==> config.mk <==
export PLATFORM = sky130hd
export DESIGN_NAME = cpu_image_loader
export DESIGN_NICKNAME = d
export VERILOG_FILES = /design/src/rtl/cpu_image_loader_pkg.sv /design/src/rtl/cpu_image_loader_byte_word_assembler.sv /design/src/rtl/cpu_image_loader.sv
export SDC_FILE = /design/constraint.sdc
export NUM_CORES = 1
export LEC_CHECK = 0
export CAP_MARGIN = 20
export CORE_MARGIN = 3
export CORE_UTILIZATION = 45
export CTS_CLUSTER_SIZE = 25
export DETAILED_ROUTE_END_ITERATION = 10
export GPL_TIMING_DRIVEN = 0
export PLACE_DENSITY_LB_ADDON = 0.12
export REMOVE_ABC_BUFFERS = 1
export SLEW_MARGIN = 20
export SYNTH_ARGS = -nofsm -noshare
export SYNTH_HDL_FRONTEND = slang
export SYNTH_HIERARCHICAL = 1
export SYNTH_SLANG_ARGS = --single-unit
==> constraint.sdc <==
create_clock -name clk -period 4.3 [get_ports clk]
set_input_delay 1.29 -clock clk [delete_from_list [all_inputs] [get_ports clk]]
set_output_delay 1.29 -clock clk [all_outputs]
set_load 0.01 [all_outputs]
==> src/rtl/cpu_image_loader_pkg.sv <==
`default_nettype none
// ============================================================================
// Module   : loader_pkg
// Purpose  : Shared command codes, FSM state encoding and per-word byte
//            counts for the CPU image loader.
// Revision : 1.0 - initial release
// ============================================================================
package loader_pkg;

  // Host command bytes recognised in IDLE
  localparam logic [7:0] CMD_I = 8'h49;  // 'I' load instruction memory
  localparam logic [7:0] CMD_D = 8'h44;  // 'D' load data memory
  localparam logic [7:0] CMD_G = 8'h47;  // 'G' reset CPU and run

  // Bytes per memory word
  localparam int IBYTES = 2;
  localparam int DBYTES = 8;

  // Loader FSM states
  typedef enum logic [2:0] {
    IDLE   = 3'd0,
    I_LOAD = 3'd1,
    D_HDR  = 3'd2,
    D_LOAD = 3'd3,
    GO_RST = 3'd4,
    RUN    = 3'd5,
    REPORT = 3'd6
  } state_t;

endpackage
`default_nettype wire

==> src/rtl/cpu_image_loader_byte_word_assembler.sv <==
`default_nettype none
// ============================================================================
// Module   : byte_word_assembler
// Purpose  : Shifts accepted bytes MSB-first into a word and flags the byte
//            that completes a word of nbytes_i bytes. word_o already includes
//            the byte currently presented, so the completing byte can be
//            captured on the same edge it is accepted.
// Revision : 1.0 - initial release
// ============================================================================
module byte_word_assembler #(
  parameter int DDATA_W = 64,
  parameter int CNT_W   = 4
) (
  input  logic               clk,
  input  logic               rst_n,
  input  logic               clr_i,
  input  logic               byte_en_i,
  input  logic [7:0]         byte_i,
  input  logic [CNT_W-1:0]   nbytes_i,
  output logic [DDATA_W-1:0] word_o,
  output logic               word_done_o
);

  logic [DDATA_W-9:0] shift_q;
  logic [CNT_W-1:0]   cnt_q;

  assign word_o      = {shift_q, byte_i};
  assign word_done_o = byte_en_i && (cnt_q == (nbytes_i - CNT_W'(1)));

  // Byte shift register and position counter; counter restarts per word
  always_ff @(posedge clk or negedge rst_n) begin
    if (!rst_n) begin
      shift_q <= '0;
      cnt_q   <= '0;
    end else if (clr_i) begin
      cnt_q   <= '0;
    end else if (byte_en_i) begin
      shift_q <= word_o[DDATA_W-9:0];
      cnt_q   <= word_done_o ? '0 : (cnt_q + CNT_W'(1));
    end
  end

endmodule
`default_nettype wire

==> src/rtl/cpu_image_loader.sv <==
`default_nettype none
// ============================================================================
// Module   : cpu_image_loader
// Purpose  : Host byte-stream loader for the single-cycle MNIST CPU. Writes
//            instruction and data memories, pulses CPU reset, waits for
//            flag_done and returns the captured Out_R label.
// Options  : LOADER_TIMEOUT_EN - adds a RUN watchdog of TO_CYC cycles that
//            reports 16'hFFFF and raises err when cpu_done never arrives.
// Revision : 1.0 - initial release
// ============================================================================
module cpu_image_loader
  import loader_pkg::*;
#(
  parameter int IADDR_W = 3,
  parameter int IDATA_W = 16,
  parameter int DADDR_W = 7,
  parameter int DDATA_W = 64,
  parameter int RST_CYC = 2,
  parameter int TO_CYC  = 65535
) (
  input  logic               clk,
  input  logic               rst_n,
  input  logic               in_valid,
  output logic               in_ready,
  input  logic [7:0]         in_data,
  output logic               ex_iwe,
  output logic [IADDR_W-1:0] ex_iaddr,
  output logic [IDATA_W-1:0] ex_idata,
  output logic               ex_dwe,
  output logic [DADDR_W-1:0] ex_daddr,
  output logic [DDATA_W-1:0] ex_ddata,
  output logic               cpu_rst_n,
  input  logic [15:0]        cpu_out_r,
  input  logic               cpu_done,
  output logic               res_valid,
  input  logic               res_ready,
  output logic [15:0]        res_data,
  output logic               busy,
  output logic               err
);

  localparam int CNT_W = 4;
  localparam int RST_W = (RST_CYC > 1) ? $clog2(RST_CYC) : 1;

  // Elaboration guard against meaningless cycle counts
  if ((RST_CYC < 1) || (TO_CYC < 1)) begin : g_bad_params
    $error("cpu_image_loader: RST_CYC and TO_CYC must be >= 1");
  end

  state_t             state_q;
  logic               in_ready_q;
  logic               ex_iwe_q;
  logic [IADDR_W-1:0] ex_iaddr_q;
  logic [IDATA_W-1:0] ex_idata_q;
  logic               ex_dwe_q;
  logic [DADDR_W-1:0] ex_daddr_q;
  logic [DDATA_W-1:0] ex_ddata_q;
  logic               cpu_rst_n_q;
  logic               res_valid_q;
  logic [15:0]        res_data_q;
  logic               err_q;
  logic [15:0]        shadow_q;
  logic [IADDR_W-1:0] iaddr_cnt_q;
  logic [DADDR_W-1:0] daddr_cnt_q;
  logic [7:0]         dcount_q;
  logic               hdr_second_q;
  logic [RST_W-1:0]   rst_cnt_q;
`ifdef LOADER_TIMEOUT_EN
  localparam int TO_W = $clog2(TO_CYC + 1);
  logic [TO_W-1:0]    to_cnt_q;
`endif

  logic               w_accept;
  logic               w_loading;
  logic [CNT_W-1:0]   w_nbytes;
  logic [DDATA_W-1:0] w_word;
  logic               w_word_done;

  assign w_accept  = in_valid && in_ready_q;
  assign w_loading = (state_q == I_LOAD) || (state_q == D_LOAD);
  assign w_nbytes  = (state_q == D_LOAD) ? CNT_W'(DBYTES) : CNT_W'(IBYTES);

  byte_word_assembler #(
    .DDATA_W (DDATA_W),
    .CNT_W   (CNT_W)
  ) u_asm (
    .clk         (clk),
    .rst_n       (rst_n),
    .clr_i       (!w_loading),
    .byte_en_i   (w_accept && w_loading),
    .byte_i      (in_data),
    .nbytes_i    (w_nbytes),
    .word_o      (w_word),
    .word_done_o (w_word_done)
  );

  // Loader FSM: command decode, addressing, write strobes and CPU control
  always_ff @(posedge clk or negedge rst_n) begin
    if (!rst_n) begin
      state_q      <= IDLE;
      in_ready_q   <= 1'b1;
      ex_iwe_q     <= 1'b0;
      ex_iaddr_q   <= '0;
      ex_idata_q   <= '0;
      ex_dwe_q     <= 1'b0;
      ex_daddr_q   <= '0;
      ex_ddata_q   <= '0;
      cpu_rst_n_q  <= 1'b1;
      res_valid_q  <= 1'b0;
      res_data_q   <= '0;
      err_q        <= 1'b0;
      shadow_q     <= '0;
      iaddr_cnt_q  <= '0;
      daddr_cnt_q  <= '0;
      dcount_q     <= '0;
      hdr_second_q <= 1'b0;
      rst_cnt_q    <= '0;
`ifdef LOADER_TIMEOUT_EN
      to_cnt_q     <= '0;
`endif
    end else begin
      ex_iwe_q <= 1'b0;
      ex_dwe_q <= 1'b0;
      case (state_q)
        IDLE: begin
          if (w_accept) begin
            case (in_data)
              CMD_I: begin
                state_q     <= I_LOAD;
                err_q       <= 1'b0;
                iaddr_cnt_q <= '0;
              end
              CMD_D: begin
                state_q      <= D_HDR;
                err_q        <= 1'b0;
                hdr_second_q <= 1'b0;
              end
              CMD_G: begin
                state_q     <= GO_RST;
                err_q       <= 1'b0;
                in_ready_q  <= 1'b0;
                cpu_rst_n_q <= 1'b0;
                rst_cnt_q   <= '0;
                shadow_q    <= '0;
              end
              default: err_q <= 1'b1;
            endcase
          end
        end
        I_LOAD: begin
          if (w_word_done) begin
            ex_iwe_q    <= 1'b1;
            ex_iaddr_q  <= iaddr_cnt_q;
            ex_idata_q  <= w_word[IDATA_W-1:0];
            iaddr_cnt_q <= iaddr_cnt_q + IADDR_W'(1);
            if (iaddr_cnt_q == {IADDR_W{1'b1}}) state_q <= IDLE;
          end
        end
        D_HDR: begin
          if (w_accept) begin
            if (!hdr_second_q) begin
              daddr_cnt_q  <= in_data[DADDR_W-1:0];
              hdr_second_q <= 1'b1;
            end else if (in_data == 8'h00) begin
              state_q <= IDLE;
            end else begin
              dcount_q <= in_data;
              state_q  <= D_LOAD;
            end
          end
        end
        D_LOAD: begin
          if (w_word_done) begin
            ex_dwe_q    <= 1'b1;
            ex_daddr_q  <= daddr_cnt_q;
            ex_ddata_q  <= w_word;
            daddr_cnt_q <= daddr_cnt_q + DADDR_W'(1);
            dcount_q    <= dcount_q - 8'd1;
            if (dcount_q == 8'd1) state_q <= IDLE;
          end
        end
        GO_RST: begin
          if (rst_cnt_q == RST_W'(RST_CYC - 1)) begin
            cpu_rst_n_q <= 1'b1;
            state_q     <= RUN;
`ifdef LOADER_TIMEOUT_EN
            to_cnt_q    <= '0;
`endif
          end else begin
            rst_cnt_q <= rst_cnt_q + RST_W'(1);
          end
        end
        RUN: begin
          if (cpu_done) begin
            // Out_R present on the done cycle wins over the shadow copy
            state_q     <= REPORT;
            res_valid_q <= 1'b1;
            res_data_q  <= (cpu_out_r != 16'h0000) ? cpu_out_r : shadow_q;
          end else begin
            if (cpu_out_r != 16'h0000) shadow_q <= cpu_out_r;
`ifdef LOADER_TIMEOUT_EN
            if (to_cnt_q == TO_W'(TO_CYC - 1)) begin
              state_q     <= REPORT;
              err_q       <= 1'b1;
              res_valid_q <= 1'b1;
              res_data_q  <= 16'hFFFF;
            end else begin
              to_cnt_q <= to_cnt_q + TO_W'(1);
            end
`endif
          end
        end
        REPORT: begin
          if (res_ready) begin
            res_valid_q <= 1'b0;
            in_ready_q  <= 1'b1;
            state_q     <= IDLE;
          end
        end
        default: begin
          state_q    <= IDLE;
          in_ready_q <= 1'b1;
        end
      endcase
    end
  end

  assign in_ready  = in_ready_q;
  assign ex_iwe    = ex_iwe_q;
  assign ex_iaddr  = ex_iaddr_q;
  assign ex_idata  = ex_idata_q;
  assign ex_dwe    = ex_dwe_q;
  assign ex_daddr  = ex_daddr_q;
  assign ex_ddata  = ex_ddata_q;
  assign cpu_rst_n = cpu_rst_n_q;
  assign res_valid = res_valid_q;
  assign res_data  = res_data_q;
  assign err       = err_q;
  assign busy      = (state_q != IDLE);

endmodule
`default_nettype wire

Word-level counts from Yosys, hierarchy flattened
Index checks and enable logic that the tools add are counted.
{"block": "totals", "ff_bits": 211, "latchBits": 0, "ramBits": 0, "romBits": 0, "input_bits": 29, "out_inout_bits": 113, "word_cells": 142, "n_memories": 0}
{"block": "op_classes", "n_addsub": 6, "n_mul": 0, "div_mod_pow": 0, "n_lt_le_gt_ge": 0, "eq_ne": 30, "n_shift": 0, "muxes": 54, "bitwise": 1, "reduce_logical": 31}
{"operator": "16-bit 2-to-1 mux", "n": 4}
{"operator": "3-bit 2-to-1 mux", "n": 13}
{"operator": "8-bit 2-to-1 mux", "n": 4}
{"operator": "16-bit case mux with 2 select lines", "n": 1}
{"operator": "8-bit by 7-bit == test with 1-bit output, second input constant", "n": 3}
{"operator": "4-bit AND reduction", "n": 6}
{"operator": "7-bit 2-to-1 mux", "n": 3}
{"operator": "3-bit case mux with 7 select lines", "n": 1}
{"operator": "2-bit inequality test, second input constant", "n": 9}
{"operator": "4-bit 2-to-1 mux", "n": 4}
{"operator": "2-bit by 1-bit inequality test with 1-bit output, second input constant", "n": 8}
{"operator": "8-bit case mux with 2 select lines", "n": 1}
{"operator": "16-bit nonzero test", "n": 1}
{"operator": "1-bit 2-to-1 mux", "n": 14}
{"operator": "7-bit case mux with 2 select lines", "n": 1}
{"operator": "3-bit == test, second input constant", "n": 4}
{"operator": "2-bit nonzero test", "n": 6}
{"operator": "11-bit AND reduction", "n": 1}
{"operator": "2-bit AND reduction", "n": 5}
{"operator": "3-bit case mux with 3 select lines", "n": 1}
{"operator": "8-bit by 1-bit == test with 1-bit output, second input constant", "n": 1}
{"operator": "8-bit logical NOT", "n": 1}
{"operator": "1-bit case mux with 2 select lines", "n": 4}
{"operator": "8-bit by 1-bit subtractor with 8-bit output, second input constant", "n": 1}
{"operator": "21 further kinds", "n": 25}

Logic depth before layout (Yosys ltp)
{"block": "depth", "ltp_word": 8, "ltp_mapped": 15, "mapped_depth_nobuf": 13}

By module
The synthesis kept the hierarchy.
{"mod": "cpu_image_loader", "n_inst": 1, "cells_each": 507, "area_each_um2": 6353.6, "seq_area_each_um2": 3781.1}
{"mod": "byte_word_assembler", "n_inst": 1, "cells_each": 157, "area_each_um2": 2591.2, "seq_area_each_um2": 1501.4}

Least setup slack after synthesis
OpenSTA, ideal clock, no wires.
{"block": "synth_timing", "kind": "register -> register", "from": "reg state_q[2]", "to": "reg ex_iaddr_q[2], in the netlist ex_iaddr[2]", "setup_time_ps": 125, "arrival_ps": 3085, "required_ps": 4175, "path_slack_ps": 1090, "stages_incl_launch_ff": 14, "path_buffers": 3, "synth_period_minus_slack_ps": 3210, "path_cell_list": "dfrtp_1 -> buf_4 -> nand2b_4 -> nor2_4 -> inv_2 -> buf_1 -> inv_1 -> ha_1 -> xnor3_1 -> nand3_2 -> nor3_2 -> nor4b_2 -> buf_2 -> mux2_2"}
{"block": "synth_between", "elab_chain_cells": 6, "elab_cells_between_ends": 9, "classes_between": "add/sub (1); eq/ne (3); mux (1); reduce/logical (4)"}
{"item": "start, declared", "line": "cpu_image_loader.sv:50", "source": "state_t state_q;"}
{"item": "start signal, assigned", "line": "cpu_image_loader.sv:100", "source": "state_q <= IDLE;"}
{"item": "start signal, assigned", "line": "cpu_image_loader.sv:129", "source": "state_q <= I_LOAD;"}
{"item": "start signal, assigned", "line": "cpu_image_loader.sv:134", "source": "state_q <= D_HDR;"}
{"item": "3-bit by 2-bit == test with 1-bit output", "line": "cpu_image_loader.sv:81", "source": "assign w_nbytes = (state_q == D_LOAD) ? CNT_W'(DBYTES) : CNT_W'(IBYTES);"}
{"item": "4-bit 2-to-1 mux", "line": "cpu_image_loader.sv:81"}
{"item": "named net w_nbytes[1]", "line": "cpu_image_loader.sv:75", "source": "logic [CNT_W-1:0] w_nbytes;"}
{"item": "4-bit by 1-bit subtractor with 4-bit output", "line": "cpu_image_loader_byte_word_assembler.sv:28", "source": "assign word_done_o = byte_en_i && (cnt_q == (nbytes_i - CNT_W'(1)));"}
{"item": "4-bit == test", "line": "cpu_image_loader_byte_word_assembler.sv:28"}
{"item": "1-bit logical AND", "line": "cpu_image_loader_byte_word_assembler.sv:28"}
{"item": "named net w_word_done", "line": "cpu_image_loader.sv:77", "source": "logic w_word_done;"}
{"item": "2-bit AND reduction (no source line)"}
{"item": "end signal, assigned", "line": "cpu_image_loader.sv:153", "source": "ex_iaddr_q <= iaddr_cnt_q;"}
{"item": "end, declared", "line": "cpu_image_loader.sv:53", "source": "logic [IADDR_W-1:0] ex_iaddr_q;"}
The timed path passes the listed nets, and every way through them passes these cells.
A chain may end at the register's enable or synchronous reset.

Worst setup path after layout
{"block": "layout_timing", "from": "reg state_q[0]", "to": "reg ex_idata_q[12], in the netlist ex_idata[12]"}
{"block": "layout_between", "elab_chain_cells": 6, "elab_cells_between_ends": 9, "classes_between": "add/sub (1); eq/ne (3); mux (1); reduce/logical (4)"}
{"item": "3-bit by 2-bit == test with 1-bit output", "line": "cpu_image_loader.sv:80, cpu_image_loader.sv:81"}
{"item": "4-bit 2-to-1 mux", "line": "cpu_image_loader.sv:81"}
{"item": "4-bit by 1-bit subtractor with 4-bit output", "line": "cpu_image_loader_byte_word_assembler.sv:28"}
{"item": "4-bit == test", "line": "cpu_image_loader_byte_word_assembler.sv:28"}
{"item": "1-bit logical AND *", "line": "cpu_image_loader_byte_word_assembler.sv:28"}
{"item": "named net w_word_done", "line": "cpu_image_loader.sv:77"}
{"item": "2-bit AND reduction (no source line) *"}
{"item": "end signal, assigned", "line": "cpu_image_loader.sv:154", "source": "ex_idata_q <= w_word[IDATA_W-1:0];"}
{"item": "end, declared", "line": "cpu_image_loader.sv:54", "source": "logic [IDATA_W-1:0] ex_idata_q;"}
The timed path passes the listed nets; every way through them passes the cells marked *.

==> results.toml <==
[die]
die_h_um = 147
pin_count = 142
die-area_um2 = 21600
die_w_um = 147
initial_core_util = 0.467
core-area_um2 = 19100
rows = 50

[clock_network]
cts_tree = "done"
post-cts-setup-buffers = 0
htreeDepth = 1
clock_latency_ns = 0.50
path_clk_slew_ns = 0.06
cts_resized = 0
root_buffer = "clkbuf_16"
cts_buffer_depth = 3
cts_sinks = 211
cts_hold_buf = 0
numCtsBuffers = 23

[synth]
yosys_warnings = 6
synthArstFlopShare = 1.00
synthCells = 664
yosys.area.top_type = "dfrtp_1"
synth.most_common_cell = "dfrtp_1"
ys_seq_area_frac = 0.591
synth_seq_cells = 211
ys_top_cells_by_area = "dfrtp_1, mux2_2, mux2_4, o21ai_0, a22o_1"
yosysTopAreaCellShare = 0.585
synth_ff_type = "dfrtp_1"
synth_edf_count = 0
netlist_area_um2 = 8940
synth.distinct_cells = 62
avgSynthCellArea_um2 = 13.5
synth_common_cells = "dfrtp_1, mux2_2, o21ai_0, a21oi_1"

[route]
vias = 5749
viasPerCell = 5.34
finalWirelength_mm = 18.8
wl_per_cell_um = 17.5
drt_iter0_drc = 243
drtAntennaViolNets = 0
first_pass_iters = 4
drc = 0

[hold_path]
hp-start = "res_data[1]$_DFFE_PN0P_"
worstHoldPathType = "reg -> reg"

[place]
dp_hpwl_mm = 12.9
place.gp.congestion = 0.846
dp_cells = 1037
portBuffers = 141

[global_routing]
grt.overflow.total = 0
grt_max_degree = 98
grt_pass1_wl_mm = 31.4
grtUsageTotal = 0.174
grt_pass1_vias = 5983
antenna_found_initial = 0

[timing]
fmax_mhz = 251
worst_slew_pin_slew_ns = 0.974
fin_crit_ns = 3.98
fin_hold_ws_ns = 0.475
rsz0062_at_grt = "false"
relSlewSlack = 0.346
hold_violations = 0
period_share = 0.926
drv_slew = 0
setup_viol = 0
fin_skew_ns = 0.0121

[power]
p_int_uw = 4500
comb_power_share = 0.230
switching_share = 0.276
power_frac_seq = 0.449
p_per_area_nw_per_um2 = 547
ir_drop_mv = 0.463
leakage_uw = 0.00525
finalPower_uw = 6220
clkPwrFrac = 0.321
p_sw_uw = 1720

[critical_path]
crit_chain = "nand2b_4 > nor2_4 > inv_2 > inv_1 > ha_1 > xor2_1 > nand3_2 > nor3_2 > nor4b_4 > buf_6 > buf_8 > mux2_2"
cp-end-kind = "flop"
cp_slowest_cell = "dfrtp_1"
required_ns = 4.67
start_kind = "flop"
slowest_delay_ns = 0.72
critPathKind = "reg -> reg"
regToRegStartpoint = "state_q[0]$_DFFE_PN0P_"
arrival_ns = 4.36
critPathMaxFanout = 29
crit_start = "state_q[0]$_DFFE_PN0P_"

[finish]
syn_to_final_growth_pct = 27.2
drive_above_1_share = 0.258
fin_cells = 1077
diodes = 0
fin_nets = 838
fill_cells = 1566

[run_status]
outcome = "finished clean"

[job]
cap_viol_max_count = 0
## cell usage in the layout (no fill, tap or decap), drive strengths merged, types with 2 or more instances in the layout
cell type,synthesis,routed
nor3,14,14
dfstp,2,2
o21ai,41,41
a31oi,7,7
bufinv,0,3
inv,18,19
nor4b,2,2
ha,7,7
clkinv,0,3
a22o,19,19
nand3,6,6
o211ai,2,2
dfrtp,209,209
and3,2,2
clkdlybuf4s50,0,140
mux2,148,148
nor2,27,27
nand2,30,30
and2,2,2
mux2i,2,2
o22ai,2,2
nor2b,4,4
xor2,4,4
o22a,6,6
nand4,6,6
conb,1,5
buf,32,9
nand2b,3,3
a32oi,2,2
a21oi,30,30
clkbuf,8,32
xnor2,3,3
a21o,2,2
nor4,8,8
## sequential cells by signal (all words and copies together), names as in the netlist, 7 cells and up
signal and flops:
daddr_cnt_q 7, dcount_q 8, ex_daddr 7, ex_ddata 64
ex_idata 16, res_data 16, shadow_q 16, u_asm/shift_q 56
## worst paths after layout
path	depth (start not counted)	slack, ns	endpoint
setup / recovery	12	0.32	ex_idata[12]$_DFFE_PN0P_
max in group asynchronous	2	2.90	ex_ddata[10]$_DFFE_PN0P_
setup reg to reg	12	0.32	ex_idata[12]$_DFFE_PN0P_
min in group asynchronous	1	0.65	ex_ddata[46]$_DFFE_PN0P_
hold / removal	2	0.47	res_data[1]$_DFFE_PN0P_
hold reg to reg	2	0.47	res_data[1]$_DFFE_PN0P_
## routing by layer
layer  GRT usage  part of all wire  up-vias  routed length (µm)
met5           0                 0        -                   0
met4      0.0345             0.015        0                 274
met3      0.0339             0.049       23                 923
met2       0.286              0.47      157                8870
met1       0.246              0.47     2915                8760
li1            -                 -     2654                   -
## layout make-up
class	count	area, µm²	area share
well taps	260	325	0.0286
repair buffers	149	1590	0.139
clock inverters	8	121	0.0107
clock buffers	32	659	0.0579
flip-flops and latches	211	5280	0.464
inverters	18	70.1	0.00616
multi-input cells	399	3330	0.293
## worst max-delay path, delay by kind of cell (launching register included)
kind | cells | cell delay, ns
flops | 1 | 0.72
simple gates | 5 | 1.59
xor+xnor | 1 | 0.17
fa+ha+maj | 1 | 0.24
mux | 1 | 0.34
buf+inv | 4 | 0.79
## through the flow
stage	setup TNS, ns	util	setup slack, ns	instance area, µm²
floorplan	0	-	0.102	8670
global placement	-1507.24	0.544	-6.64	10400
detailed placement	0	0.554	0.0700	10600
CTS	0	0.594	0.137	11400
global route	0	0.595	0.0117	11400
finish	0	0.595	0.317	11400
## power groups by stage
stage,clock (µW),sequential [µW],combinational (µW)
CTS,2060,2790,1450
finish,2000,2800,1430
detailed placement,0,2820,1440
floorplan,0,2780,840
global placement,0,2800,1360
global route,2150,2860,1560
## kinds of logic (layout without fill, tap and decap cells)
family / Yosys count / count (layout) / synth area share
buffers and inverters: 58 / 207 / 0.0396
multiplexers: 150 / 150 / 0.201
other: 1 / 5 / 0.000419
AO/OA/AOI/OAI: 120 / 120 / 0.0843
XOR/XNOR: 8 / 8 / 0.00937
adder cells (fa/ha/maj): 7 / 7 / 0.00979
AND/OR/NAND/NOR: 109 / 109 / 0.0652
flip-flops: 211 / 211 / 0.591
Note: power is estimated with default switching activity, not from simulation.
